**src/rtl/strm_pkg.sv**
```systemverilog
`default_nettype none
// ============================================================================
//  Module      : strm_pkg
//  Description : Shared constants, default AXI widths, AR descriptor type and
//                helpers for the streaming-engine AXI read arbiter.
//  Revision    : 1.0  initial release
// ============================================================================
package strm_pkg;

    // AXI size encoding for 64-byte beats
    localparam logic [2:0] STRM_ARSIZE_64B = 3'b110;

    // Default AXI widths of the virtual memory interface
    localparam int STRM_ADDR_W = 64;
    localparam int STRM_DATA_W = 512;
    localparam int STRM_ID_W   = 16;

    // One AR descriptor as carried by the default-width channel
    typedef struct packed {
        logic [STRM_ADDR_W-1:0] addr;
        logic [7:0]             len;
        logic [STRM_ID_W-1:0]   id;
    } strm_ar_t;

    // Width of a binary requester index for n requesters (n >= 2)
    function automatic int idx_w(input int n);
        return $clog2(n);
    endfunction

endpackage
`default_nettype wire

```
**src/rtl/strm_ar_arbiter_if.sv**
```systemverilog
`default_nettype none
// ============================================================================
//  Module      : strm_ar_arbiter_if
//  Description : Bundle of the requester-side AR/R handshakes and the shared
//                AXI read channel towards axi_m.
//                master : arbiter view (drives m_ar*, m_rready, req_arready,
//                         req_r*)
//                slave  : environment view (engines + axi_m)
//  Revision    : 1.0  initial release
// ============================================================================
interface strm_ar_arbiter_if
    import strm_pkg::*;
#(
    parameter int NUM_REQ = 4,
    parameter int ADDR_W  = STRM_ADDR_W,
    parameter int DATA_W  = STRM_DATA_W,
    parameter int ID_W    = STRM_ID_W
);
    // requester AR side
    logic [NUM_REQ-1:0]        req_arvalid;
    logic [NUM_REQ*ADDR_W-1:0] req_araddr;
    logic [NUM_REQ*8-1:0]      req_arlen;
    logic [NUM_REQ-1:0]        req_arready;
    // shared AR channel
    logic [ID_W-1:0]           m_arid;
    logic [ADDR_W-1:0]         m_araddr;
    logic [7:0]                m_arlen;
    logic [2:0]                m_arsize;
    logic                      m_arvalid;
    logic                      m_arready;
    // shared R channel
    logic [ID_W-1:0]           m_rid;
    logic [DATA_W-1:0]         m_rdata;
    logic                      m_rlast;
    logic                      m_rvalid;
    logic                      m_rready;
    // requester R side
    logic [NUM_REQ-1:0]        req_rvalid;
    logic [DATA_W-1:0]         req_rdata;
    logic                      req_rlast;
    logic [NUM_REQ-1:0]        req_rready;

    modport master (
        input  req_arvalid, req_araddr, req_arlen, m_arready,
               m_rid, m_rdata, m_rlast, m_rvalid, req_rready,
        output req_arready, m_arid, m_araddr, m_arlen, m_arsize, m_arvalid,
               m_rready, req_rvalid, req_rdata, req_rlast
    );

    modport slave (
        output req_arvalid, req_araddr, req_arlen, m_arready,
               m_rid, m_rdata, m_rlast, m_rvalid, req_rready,
        input  req_arready, m_arid, m_araddr, m_arlen, m_arsize, m_arvalid,
               m_rready, req_rvalid, req_rdata, req_rlast
    );

endinterface
`default_nettype wire

```
**src/rtl/strm_rr_pick.sv**
```systemverilog
`default_nettype none
// ============================================================================
//  Module      : strm_rr_pick
//  Description : Combinational round-robin picker. Selects the first eligible
//                index at or after ptr, wrapping at N.
//  Ports       : eligible [N]     request mask
//                ptr      [IDX_W] search start index (< N)
//                grant    [N]     one-hot winner
//                idx      [IDX_W] binary winner
//                any      [1]     at least one eligible
//  Revision    : 1.0  initial release
// ============================================================================
module strm_rr_pick #(
    parameter int N     = 4,
    parameter int IDX_W = 2
) (
    input  logic [N-1:0]     eligible,
    input  logic [IDX_W-1:0] ptr,
    output logic [N-1:0]     grant,
    output logic [IDX_W-1:0] idx,
    output logic             any
);

    logic [IDX_W-1:0] w_j;

    always_comb begin
        grant = '0;
        idx   = '0;
        any   = 1'b0;
        w_j   = '0;
        for (int k = 0; k < N; k++) begin
            w_j = IDX_W'((32'(ptr) + k) % N);
            if (!any && eligible[w_j]) begin
                any        = 1'b1;
                idx        = w_j;
                grant[w_j] = 1'b1;
            end
        end
    end

endmodule
`default_nettype wire

```
**src/rtl/strm_ar_arbiter.sv**
```systemverilog
`default_nettype none
// ============================================================================
//  Module      : strm_ar_arbiter
//  Description : Shares one AXI read channel (AR + R) among NUM_REQ streaming
//                engines. Round-robin AR arbitration with per-requester
//                outstanding-burst cap; arid carries the requester index and
//                R beats are routed back by rid.
//  Ports       : clk, rst    clock, synchronous active-high reset
//                bus         requester + axi_m read handshakes (master view)
//                outst_cnt   per-requester outstanding bursts, 8 bits each
//                err_rid     sticky: unknown rid, or rlast at count 0
//  Revision    : 1.0  initial release
// ============================================================================
module strm_ar_arbiter
    import strm_pkg::*;
#(
    parameter int NUM_REQ   = 4,
    parameter int ADDR_W    = STRM_ADDR_W,
    parameter int DATA_W    = STRM_DATA_W,
    parameter int ID_W      = STRM_ID_W,
    parameter int MAX_OUTST = 16
) (
    input  logic                 clk,
    input  logic                 rst,
    strm_ar_arbiter_if.master    bus,
    output logic [NUM_REQ*8-1:0] outst_cnt,
    output logic                 err_rid
);

    localparam int IDX_W = idx_w(NUM_REQ);

    logic [7:0]         r_cnt [NUM_REQ];
    logic               r_arvalid;
    logic [ID_W-1:0]    r_arid;
    logic [ADDR_W-1:0]  r_araddr;
    logic [7:0]         r_arlen;
    logic [IDX_W-1:0]   r_ptr;
    logic               r_err;

    logic [NUM_REQ-1:0] w_elig;
    logic [NUM_REQ-1:0] w_grant;
    logic [IDX_W-1:0]   w_win;
    logic               w_any;
    logic               w_load;
    logic [ADDR_W-1:0]  w_sel_addr;
    logic [7:0]         w_sel_len;

    logic [IDX_W-1:0]   w_ridx;
    logic               w_rid_hi_zero;
    logic               w_rid_ok;
    logic               w_rcnt_zero;
    logic [NUM_REQ-1:0] w_rvalid;
    logic               w_rready;
    logic               w_rdone;
    logic [NUM_REQ-1:0] w_inc;
    logic [NUM_REQ-1:0] w_dec;

    // ---------------------------------------------------------------- AR side
    always_comb begin
        w_elig = '0;
        for (int i = 0; i < NUM_REQ; i++) begin
            w_elig[i] = bus.req_arvalid[i] && (r_cnt[i] != 8'(MAX_OUTST));
        end
    end

    strm_rr_pick #(
        .N     (NUM_REQ),
        .IDX_W (IDX_W)
    ) u_pick (
        .eligible (w_elig),
        .ptr      (r_ptr),
        .grant    (w_grant),
        .idx      (w_win),
        .any      (w_any)
    );

    // The output register may only be overwritten when empty or draining
    assign w_load = (!r_arvalid || bus.m_arready) && w_any;

    always_comb begin
        w_sel_addr = '0;
        w_sel_len  = '0;
        for (int i = 0; i < NUM_REQ; i++) begin
            if (w_grant[i]) begin
                w_sel_addr = bus.req_araddr[i*ADDR_W +: ADDR_W];
                w_sel_len  = bus.req_arlen[i*8 +: 8];
            end
        end
    end

    always_ff @(posedge clk) begin
        if (rst) begin
            r_arvalid <= 1'b0;
            r_arid    <= '0;
            r_araddr  <= '0;
            r_arlen   <= '0;
            r_ptr     <= '0;
        end else if (w_load) begin
            r_arvalid <= 1'b1;
            r_arid    <= {{(ID_W-IDX_W){1'b0}}, w_win};
            r_araddr  <= w_sel_addr;
            r_arlen   <= w_sel_len;
            r_ptr     <= (w_win == IDX_W'(NUM_REQ-1)) ? '0 : w_win + IDX_W'(1);
        end else if (bus.m_arready) begin
            r_arvalid <= 1'b0;
        end
    end

    assign bus.req_arready = w_load ? w_grant : '0;
    assign bus.m_arvalid   = r_arvalid;
    assign bus.m_arid      = r_arid;
    assign bus.m_araddr    = r_araddr;
    assign bus.m_arlen     = r_arlen;
    assign bus.m_arsize    = STRM_ARSIZE_64B;

    // ----------------------------------------------------------------- R side
    // Beats with an out-of-range index or non-zero upper id bits belong to no
    // requester; they are accepted and dropped so the channel never stalls.
    always_comb begin
        w_rid_hi_zero = ((bus.m_rid >> IDX_W) == '0);
        w_ridx        = bus.m_rid[IDX_W-1:0];
        w_rid_ok      = 1'b0;
        w_rvalid      = '0;
        w_rready      = 1'b1;
        w_rcnt_zero   = 1'b0;
        for (int i = 0; i < NUM_REQ; i++) begin
            if (w_rid_hi_zero && (w_ridx == IDX_W'(i))) begin
                w_rid_ok    = 1'b1;
                w_rvalid[i] = bus.m_rvalid;
                w_rready    = bus.req_rready[i];
                w_rcnt_zero = (r_cnt[i] == 8'd0);
            end
        end
    end

    assign w_rdone        = bus.m_rvalid && w_rready && bus.m_rlast && w_rid_ok;
    assign bus.req_rvalid = w_rvalid;
    assign bus.m_rready   = w_rready;
    assign bus.req_rdata  = bus.m_rdata[DATA_W-1:0];
    assign bus.req_rlast  = bus.m_rlast;

    // ------------------------------------------------------ outstanding count
    always_comb begin
        w_inc = '0;
        w_dec = '0;
        for (int i = 0; i < NUM_REQ; i++) begin
            w_inc[i] = w_load && w_grant[i];
            w_dec[i] = w_rdone && (w_ridx == IDX_W'(i));
        end
    end

    // Simultaneous grant and completion cancel; a completion at 0 is stale
    always_ff @(posedge clk) begin
        if (rst) begin
            for (int i = 0; i < NUM_REQ; i++) begin
                r_cnt[i] <= '0;
            end
        end else begin
            for (int i = 0; i < NUM_REQ; i++) begin
                if (w_inc[i] && !w_dec[i]) begin
                    r_cnt[i] <= r_cnt[i] + 8'd1;
                end else if (w_dec[i] && !w_inc[i] && (r_cnt[i] != 8'd0)) begin
                    r_cnt[i] <= r_cnt[i] - 8'd1;
                end
            end
        end
    end

    always_ff @(posedge clk) begin
        if (rst) begin
            r_err <= 1'b0;
        end else if ((bus.m_rvalid && !w_rid_ok) || (w_rdone && w_rcnt_zero)) begin
            r_err <= 1'b1;
        end
    end

    assign err_rid = r_err;

    generate
        for (genvar gi = 0; gi < NUM_REQ; gi++) begin : g_cnt_out
            assign outst_cnt[gi*8 +: 8] = r_cnt[gi];
        end
    endgenerate

endmodule
`default_nettype wire

```
**src/flat_wrapper.sv**
```systemverilog
// flat-port wrapper written by rule: the top's interface ports become plain ports
module strm_ar_arbiter_flat import strm_pkg::*;
#(
    parameter int NUM_REQ   = 4,
    parameter int ADDR_W    = STRM_ADDR_W,
    parameter int DATA_W    = STRM_DATA_W,
    parameter int ID_W      = STRM_ID_W,
    parameter int MAX_OUTST = 16
)
  (clk, rst, outst_cnt, err_rid, bus_req_arvalid, bus_req_araddr, bus_req_arlen, bus_m_arready, bus_m_rid, bus_m_rdata, bus_m_rlast, bus_m_rvalid, bus_req_rready, bus_req_arready, bus_m_arid, bus_m_araddr, bus_m_arlen, bus_m_arsize, bus_m_arvalid, bus_m_rready, bus_req_rvalid, bus_req_rdata, bus_req_rlast);
  strm_ar_arbiter_if #(.NUM_REQ(NUM_REQ), .ADDR_W(ADDR_W), .DATA_W(DATA_W), .ID_W(ID_W)) bus_i ();
  input  logic clk;
  input  logic rst;
  output logic [NUM_REQ*8-1:0] outst_cnt;
  output logic err_rid;
  input wire logic [$bits(bus_i.req_arvalid)-1:0] bus_req_arvalid;
  input wire logic [$bits(bus_i.req_araddr)-1:0] bus_req_araddr;
  input wire logic [$bits(bus_i.req_arlen)-1:0] bus_req_arlen;
  input wire logic [$bits(bus_i.m_arready)-1:0] bus_m_arready;
  input wire logic [$bits(bus_i.m_rid)-1:0] bus_m_rid;
  input wire logic [$bits(bus_i.m_rdata)-1:0] bus_m_rdata;
  input wire logic [$bits(bus_i.m_rlast)-1:0] bus_m_rlast;
  input wire logic [$bits(bus_i.m_rvalid)-1:0] bus_m_rvalid;
  input wire logic [$bits(bus_i.req_rready)-1:0] bus_req_rready;
  output wire logic [$bits(bus_i.req_arready)-1:0] bus_req_arready;
  output wire logic [$bits(bus_i.m_arid)-1:0] bus_m_arid;
  output wire logic [$bits(bus_i.m_araddr)-1:0] bus_m_araddr;
  output wire logic [$bits(bus_i.m_arlen)-1:0] bus_m_arlen;
  output wire logic [$bits(bus_i.m_arsize)-1:0] bus_m_arsize;
  output wire logic [$bits(bus_i.m_arvalid)-1:0] bus_m_arvalid;
  output wire logic [$bits(bus_i.m_rready)-1:0] bus_m_rready;
  output wire logic [$bits(bus_i.req_rvalid)-1:0] bus_req_rvalid;
  output wire logic [$bits(bus_i.req_rdata)-1:0] bus_req_rdata;
  output wire logic [$bits(bus_i.req_rlast)-1:0] bus_req_rlast;
  assign bus_i.req_arvalid = bus_req_arvalid;
  assign bus_i.req_araddr = bus_req_araddr;
  assign bus_i.req_arlen = bus_req_arlen;
  assign bus_i.m_arready = bus_m_arready;
  assign bus_i.m_rid = bus_m_rid;
  assign bus_i.m_rdata = bus_m_rdata;
  assign bus_i.m_rlast = bus_m_rlast;
  assign bus_i.m_rvalid = bus_m_rvalid;
  assign bus_i.req_rready = bus_req_rready;
  assign bus_req_arready = bus_i.req_arready;
  assign bus_m_arid = bus_i.m_arid;
  assign bus_m_araddr = bus_i.m_araddr;
  assign bus_m_arlen = bus_i.m_arlen;
  assign bus_m_arsize = bus_i.m_arsize;
  assign bus_m_arvalid = bus_i.m_arvalid;
  assign bus_m_rready = bus_i.m_rready;
  assign bus_req_rvalid = bus_i.req_rvalid;
  assign bus_req_rdata = bus_i.req_rdata;
  assign bus_req_rlast = bus_i.req_rlast;
  strm_ar_arbiter #(.NUM_REQ(NUM_REQ), .ADDR_W(ADDR_W), .DATA_W(DATA_W), .ID_W(ID_W), .MAX_OUTST(MAX_OUTST)) u_core (.clk(clk), .rst(rst), .bus(bus_i), .outst_cnt(outst_cnt), .err_rid(err_rid));
endmodule
```
**config.mk**
```make
export PLATFORM = sky130hd
export DESIGN_NAME = strm_ar_arbiter_flat
export DESIGN_NICKNAME = d
export VERILOG_FILES = /design/src/rtl/strm_pkg.sv /design/src/rtl/strm_ar_arbiter_if.sv /design/src/rtl/strm_rr_pick.sv /design/src/rtl/strm_ar_arbiter.sv /design/src/flat_wrapper.sv
export SDC_FILE = /design/constraint.sdc
export NUM_CORES = 1
export LEC_CHECK = 0
export ABC_CLOCK_PERIOD_IN_PS = 5800
export CAP_MARGIN = 20
export CORE_AREA = 2 2 572 574
export CTS_CLUSTER_DIAMETER = 200
export DETAILED_ROUTE_END_ITERATION = 7
export DIE_AREA = 0 0 574 576
export GPL_ROUTABILITY_DRIVEN = 0
export MAX_ROUTING_LAYER = met4
export PLACE_DENSITY = 0.3
export SLEW_MARGIN = 0
export SYNTH_ARGS = -nofsm -noshare
export SYNTH_HDL_FRONTEND = slang
export SYNTH_SLANG_ARGS = --single-unit
```
**constraint.sdc**
```tcl
create_clock -name clk -period 5.8 [get_ports clk]
set_input_delay 1.16 -clock clk [delete_from_list [all_inputs] [get_ports clk]]
set_output_delay 1.16 -clock clk [all_outputs]
set_load 0.05 [all_outputs]
```
# == After elaboration in Yosys (flattened, before gate mapping) ==
# Memory sizes are Yosys's and may differ from the RTL's.
# Cells that the tools add are included.
# word_totals
reg_bits,78
mem_bits_rw,32
input_bits,829
out_inout_bits,647
wordCells,207
n_memories,1
# classes
addsub,12
magnitude_cmp,8
eq_ne,8
n_mux,94
bitwise_logic,11
n_reduce_logical,67
# mem_list
memory,words,width,rd,rd_clocked_by_memory_dff,wr,line,source
u_core.r_cnt,4,8,4,0,4,strm_ar_arbiter.sv:32,logic [7:0] r_cnt [NUM_REQ];
# ops
operator,count
two-way mux 64 bit,4
two-way mux 8 bit,12
two-way mux 1 bit,60
logical AND 1 bit,41
adder 8 x 1 -> 8 bit (second input constant),4
zero test 8 bit,4
inequality test 8 x 5 -> 1 bit (second input constant),4
nonzero test 8 bit,4
subtractor 8 x 1 -> 8 bit (second input constant),4
two-way mux 4 bit,5
zero test 16 bit,1
zero test 1 bit,13
less-than comparator 2 x 3 -> 1 bit (second input constant),4
bitwise OR 4 bit,3
two-way mux 2 bit,5
binary-select mux 1 bit (select 2 bit),4
demux 1 bit (select 2 bit),4
>= comparator 2 x 1 -> 1 bit (second input constant),4
bitwise OR 1 bit,8
equality test 2 bit (second input constant),3
adder 2 x 1 -> 2 bit (second input constant),2
adder 2 bit (second input constant),2
equality test 2 x 1 -> 1 bit (second input constant),1
zero test 2 bit,1
2 further kinds,3

# == Logic depth before layout (Yosys ltp) ==
# An unclocked memory read counts as a cell.
# logic_depth
ltp_word,25
ltp_mapped,20
mapped_depth_nobuf,19

# == Modules after synthesis ==
# A second synthesis with hierarchy kept.
# unflattened
cells_unflattened,1487
hier_area_um2,11913.9
# by_module_without_submodules
mod,instances,cells_each,area_each_um2,seq_area_each_um2
strm_ar_arbiter,1,1442,11494.8,2522.4
strm_rr_pick,1,45,419.2,0.0

# == Worst setup path before layout ==
# OpenSTA, ideal clock, no wires.
# synth_path
path_type,register to register
start,register with a tool-made name
end,memory u_core.r_cnt[2][7] (netlist: u_core.r_cnt[0][23]) (data pin)
setup_ns,0.147
arrival_time_ns,5.618
t_required_ns,5.653
path_slack_ns,0.036
stages_incl_launch_ff,20
n_path_buf,2
synth_period_minus_slack_ns,5.764
path_cell_list,dfxtp_1 -> clkbuf_1 -> clkinv_1 -> ha_1 -> clkbuf_1 -> inv_2 -> mux4_2 -> nand3_1 -> a31oi_1 -> o21a_1 -> nor4_1 -> ha_1 -> a21o_1 -> a21oi_1 -> o21bai_1 -> a21oi_1 -> o21ai_0 -> xnor2_1 -> or4b_2 -> a21oi_1
# synth_lines
item,line
to (decl),strm_ar_arbiter.sv:32

==> impl_metrics.tcl <==
set metrics [dict create \
    die_y_um 576 \
    synth_compound_area_share_pct 24.3 \
    die_w_um 574 \
    min_period_ns 5.28 \
    final_nets 2133 \
    worstSetupPathType "reg -> reg" \
    cts.sinks 110 \
    yosys.area_share.xor_xnor_pct 1.56 \
    initial_utilization_pct 3.44 \
    timing.final.ws_setup_ns 0.523 \
    synth-seq-cells 110 \
    synth_top_family_by_area "buffers and inverters" \
    synth_edf_count 32 \
    syn-instance-count 1344 \
    antenna_found_initial 92 \
    yosys-mux-area-fraction_pct 1.72 \
    ant_nets 0 \
    final_cell_mix "clkdlybuf4s50_1 (415), o21ai_0 (89), buf_4 (82)" \
    syn_area_um2 11200 \
    viasPerCell 1.91 \
    critical_path_arrival_ns 5.59 \
    finalCritPeriodShare_pct 91.0 \
    final_common_cell "clkdlybuf4s50_1" \
    hold_violations 0 \
    nFillCells 38700 \
    routed_wl_um 192000 \
    fp.coreArea_um2 325000 \
    num_vias 10800 \
    cts-hold-fix-buffers 0 \
    cts.clk_slew.worst_paths_ns 0.13 \
    drc 0 \
    place_ws_ns 0.0261 \
    ctsHtreeMaxLevel 3 \
    syn-mean-instance-area_um2 8.33 \
    port_buffers 434 \
    synthArstFlopShare_pct 0 \
    outcome "finished, final reports clean" \
    powerDensity_nw_per_um2 514 \
    ir_worst_vdd_mv 0.484 \
    grt_start_max_net_pins 53 \
    final_max_slew_viol_count 0 \
    cp_data_required_time_ns 6.12 \
    num_rows 210 \
    synth_adder_area_share_pct 3.66 \
    yosys.area_share.simple_pct 7.41 \
    insertion_delay_ns 0.47 \
    grt_pass1_wl_um 217000 \
    wl_per_cell_um 34.0 \
    final_layout_size_suffix_gt1_share_pct 10.9 \
    start_kind "register" \
    critPathMaxFanout 7 \
    slew_headroom_pct 25.6 \
    cts_max_path_buffers 2 \
    worstMarginPinSlew_ns 1.12 \
    io_pins 1476 \
    cts_tree "yes" \
    grt_pass1_vias 10600 \
    drt_iter0_markers 664 \
    gr-total-overflow 0 \
    syn_to_final_growth_pct 59.4 \
    synth_cell_type_count 73 \
    hold_class "reg -> reg" \
    firstDrtPassIters 4 \
    final.setup_skew_ns 0.0379 \
    root_buffer "clkbuf_16" \
    worst_setup_path_end_kind "register" \
    die-area_um2 331000 \
    gr-usage-all-layers_pct 11.5 \
    synth_top_flop_cell "dfxtp_1" \
    p_leak_nw 4.65 \
    finalSetupViolations 0 \
    cap_violations 0 \
    setup_tns_ns 0 \
    max_freq_ghz 0.190 \
    cts_buffers 9 \
    yosysSeqAreaShare_pct 22.5 \
    dp_hpwl_um 178000 \
    grt_setup_unrepaired "no" \
    yosys_warnings 0 \
]
## worst max-delay path, cell delays in order (launching register included)
cell and delay [ns]:
edfxtp_1 0.53, inv_1 0.10, ha_1 0.21, or3b_2 0.56, o21a_2 0.30, mux4_2 0.53, nand3_1 0.11, a31oi_1 0.12
o21a_1 0.21, nor4_1 0.34, buf_4 0.18, ha_1 0.22, a21o_1 0.19, a21oi_1 0.19, o21bai_1 0.08, a21oi_1 0.20
o21ai_0 0.14, xnor2_1 0.15, or4b_2 0.61, a21oi_1 0.16
## report_power, final
part / switching (mW) / total (mW) / leakage, nW / internal, mW
Sequential: 0.264 / 1.38 / 0.987 / 1.12
Combinational: 4.77 / 6.93 / 3.50 / 2.16
Clock: 0.535 / 0.857 / 0.155 / 0.322
Total: 5.57 / 9.18 / 4.65 / 3.61
## area by class of cell
| class | instances | area [µm²] | area share [%] |
|---|---|---|---|
| Clock buffer | 9 | 225 | 1.26 |
| Antenna cell | 34 | 85.1 | 0.477 |
| Inverter | 19 | 71.3 | 0.399 |
| Clock inverter | 7 | 91.3 | 0.512 |
| Sequential cell | 110 | 2520 | 14.1 |
| Multi-Input combinational cell | 626 | 4460 | 25.0 |
| Timing Repair Buffer | 507 | 4960 | 27.8 |
| Tap cell | 4346 | 5440 | 30.5 |
## cells in the mapped netlist, drive strengths merged, types with 4 or more instances
| library cell | count | area (µm²) |
|---|---|---|
| o22ai | 74 | 463 |
| mux2i | 8 | 80.1 |
| dfxtp | 78 | 1560 |
| mux4 | 5 | 113 |
| a21o | 7 | 52.6 |
| o21bai | 5 | 37.5 |
| buf | 540 | 4030 |
| inv | 18 | 67.6 |
| o21ai | 90 | 450 |
| a221oi | 73 | 646 |
| edfxtp | 32 | 961 |
| o31a | 5 | 43.8 |
| xor2 | 10 | 87.6 |
| nor2 | 34 | 135 |
| nand3 | 14 | 70.1 |
| o221ai | 4 | 41.3 |
| nor2b | 4 | 25.0 |
| nor3 | 19 | 95.1 |
| ha | 28 | 350 |
| or4 | 9 | 71.3 |
| a22oi | 72 | 541 |
| a211oi | 7 | 52.6 |
| a31oi | 4 | 25.0 |
| a21oi | 25 | 125 |
| and3 | 5 | 31.3 |
| or4b | 4 | 40.0 |
| nor4 | 11 | 68.8 |
| nand2 | 18 | 67.6 |
| or2 | 6 | 40.0 |
| clkbuf | 64 | 240 |
| o21a | 4 | 31.3 |
| or3 | 9 | 56.3 |
| xnor2 | 10 | 87.6 |
| nand2b | 6 | 37.5 |
## cell families after synthesis
group           count (synthesis)
fa+ha+maj                      31
flops                         110
simple gates                  151
other cells                     2
compound gates                394
buf+inv                       623
xor+xnor                       20
mux                            13
## through the flow
step / std cells / power, mW / cell area [µm²] / hold WS, ns / utilization, %
finish: 5658 / 9.18 / 17900 / 0.522 / 5.49
CTS: 5624 / 9.67 / 17800 / 0.525 / 5.46
floorplan: 1359 / 5.52 / 11300 / 0.633 / -
global placement: 5607 / 8.70 / 17400 / 0.486 / 5.36
detailed placement: 5608 / 8.71 / 17400 / 0.485 / 5.36
global route: 5651 / 9.84 / 17800 / 0.542 / 5.48
## sequential cells by signal, indices dropped and copies added (netlist names), named ones only
name                  flops
u_core.r_ptr              1
u_core.err_rid            1
u_core.r_cnt             32
u_core.bus.m_arvalid      1
u_core.bus.m_arlen        8
u_core.bus.m_arid         2
u_core.bus.m_araddr      64
## worst paths after layout
| path | to | slack, ns | cells after the start | startpoint |
|---|---|---|---|---|
| min | u_core.bus.m_arid[0]$_SDFFE_PP0P_ | 0.52 | 2 | u_core.bus.m_arid[0]$_SDFFE_PP0P_ |
| max | u_core.r_cnt[0][23]$_SDFFCE_PN0P_ | 0.52 | 19 | u_core.r_cnt[0][24]$_DFFE_PP_ |
| min reg2reg | u_core.bus.m_arid[0]$_SDFFE_PP0P_ | 0.52 | 2 | u_core.bus.m_arid[0]$_SDFFE_PP0P_ |
| max reg2reg | u_core.r_cnt[0][23]$_SDFFCE_PN0P_ | 0.52 | 19 | u_core.r_cnt[0][24]$_DFFE_PP_ |
## layer usage
layer | vias up | global-route usage [%] | part of all wire (%)
li1 | 4261 | - | -
met5 | - | - | 0
met1 | 4822 | 6.11 | 19
met2 | 1372 | 18.5 | 46
met4 | 0 | 3.19 | 3.1
met3 | 346 | 16.3 | 32
## repair_timing
action,4_1_cts,5_1_grt
hold endpoints to repair,0,0
endpoints found under the setup margin,0,1
resized for setup,0,1
buffers inserted,0,0
Power figures use the tool's default switching activity.
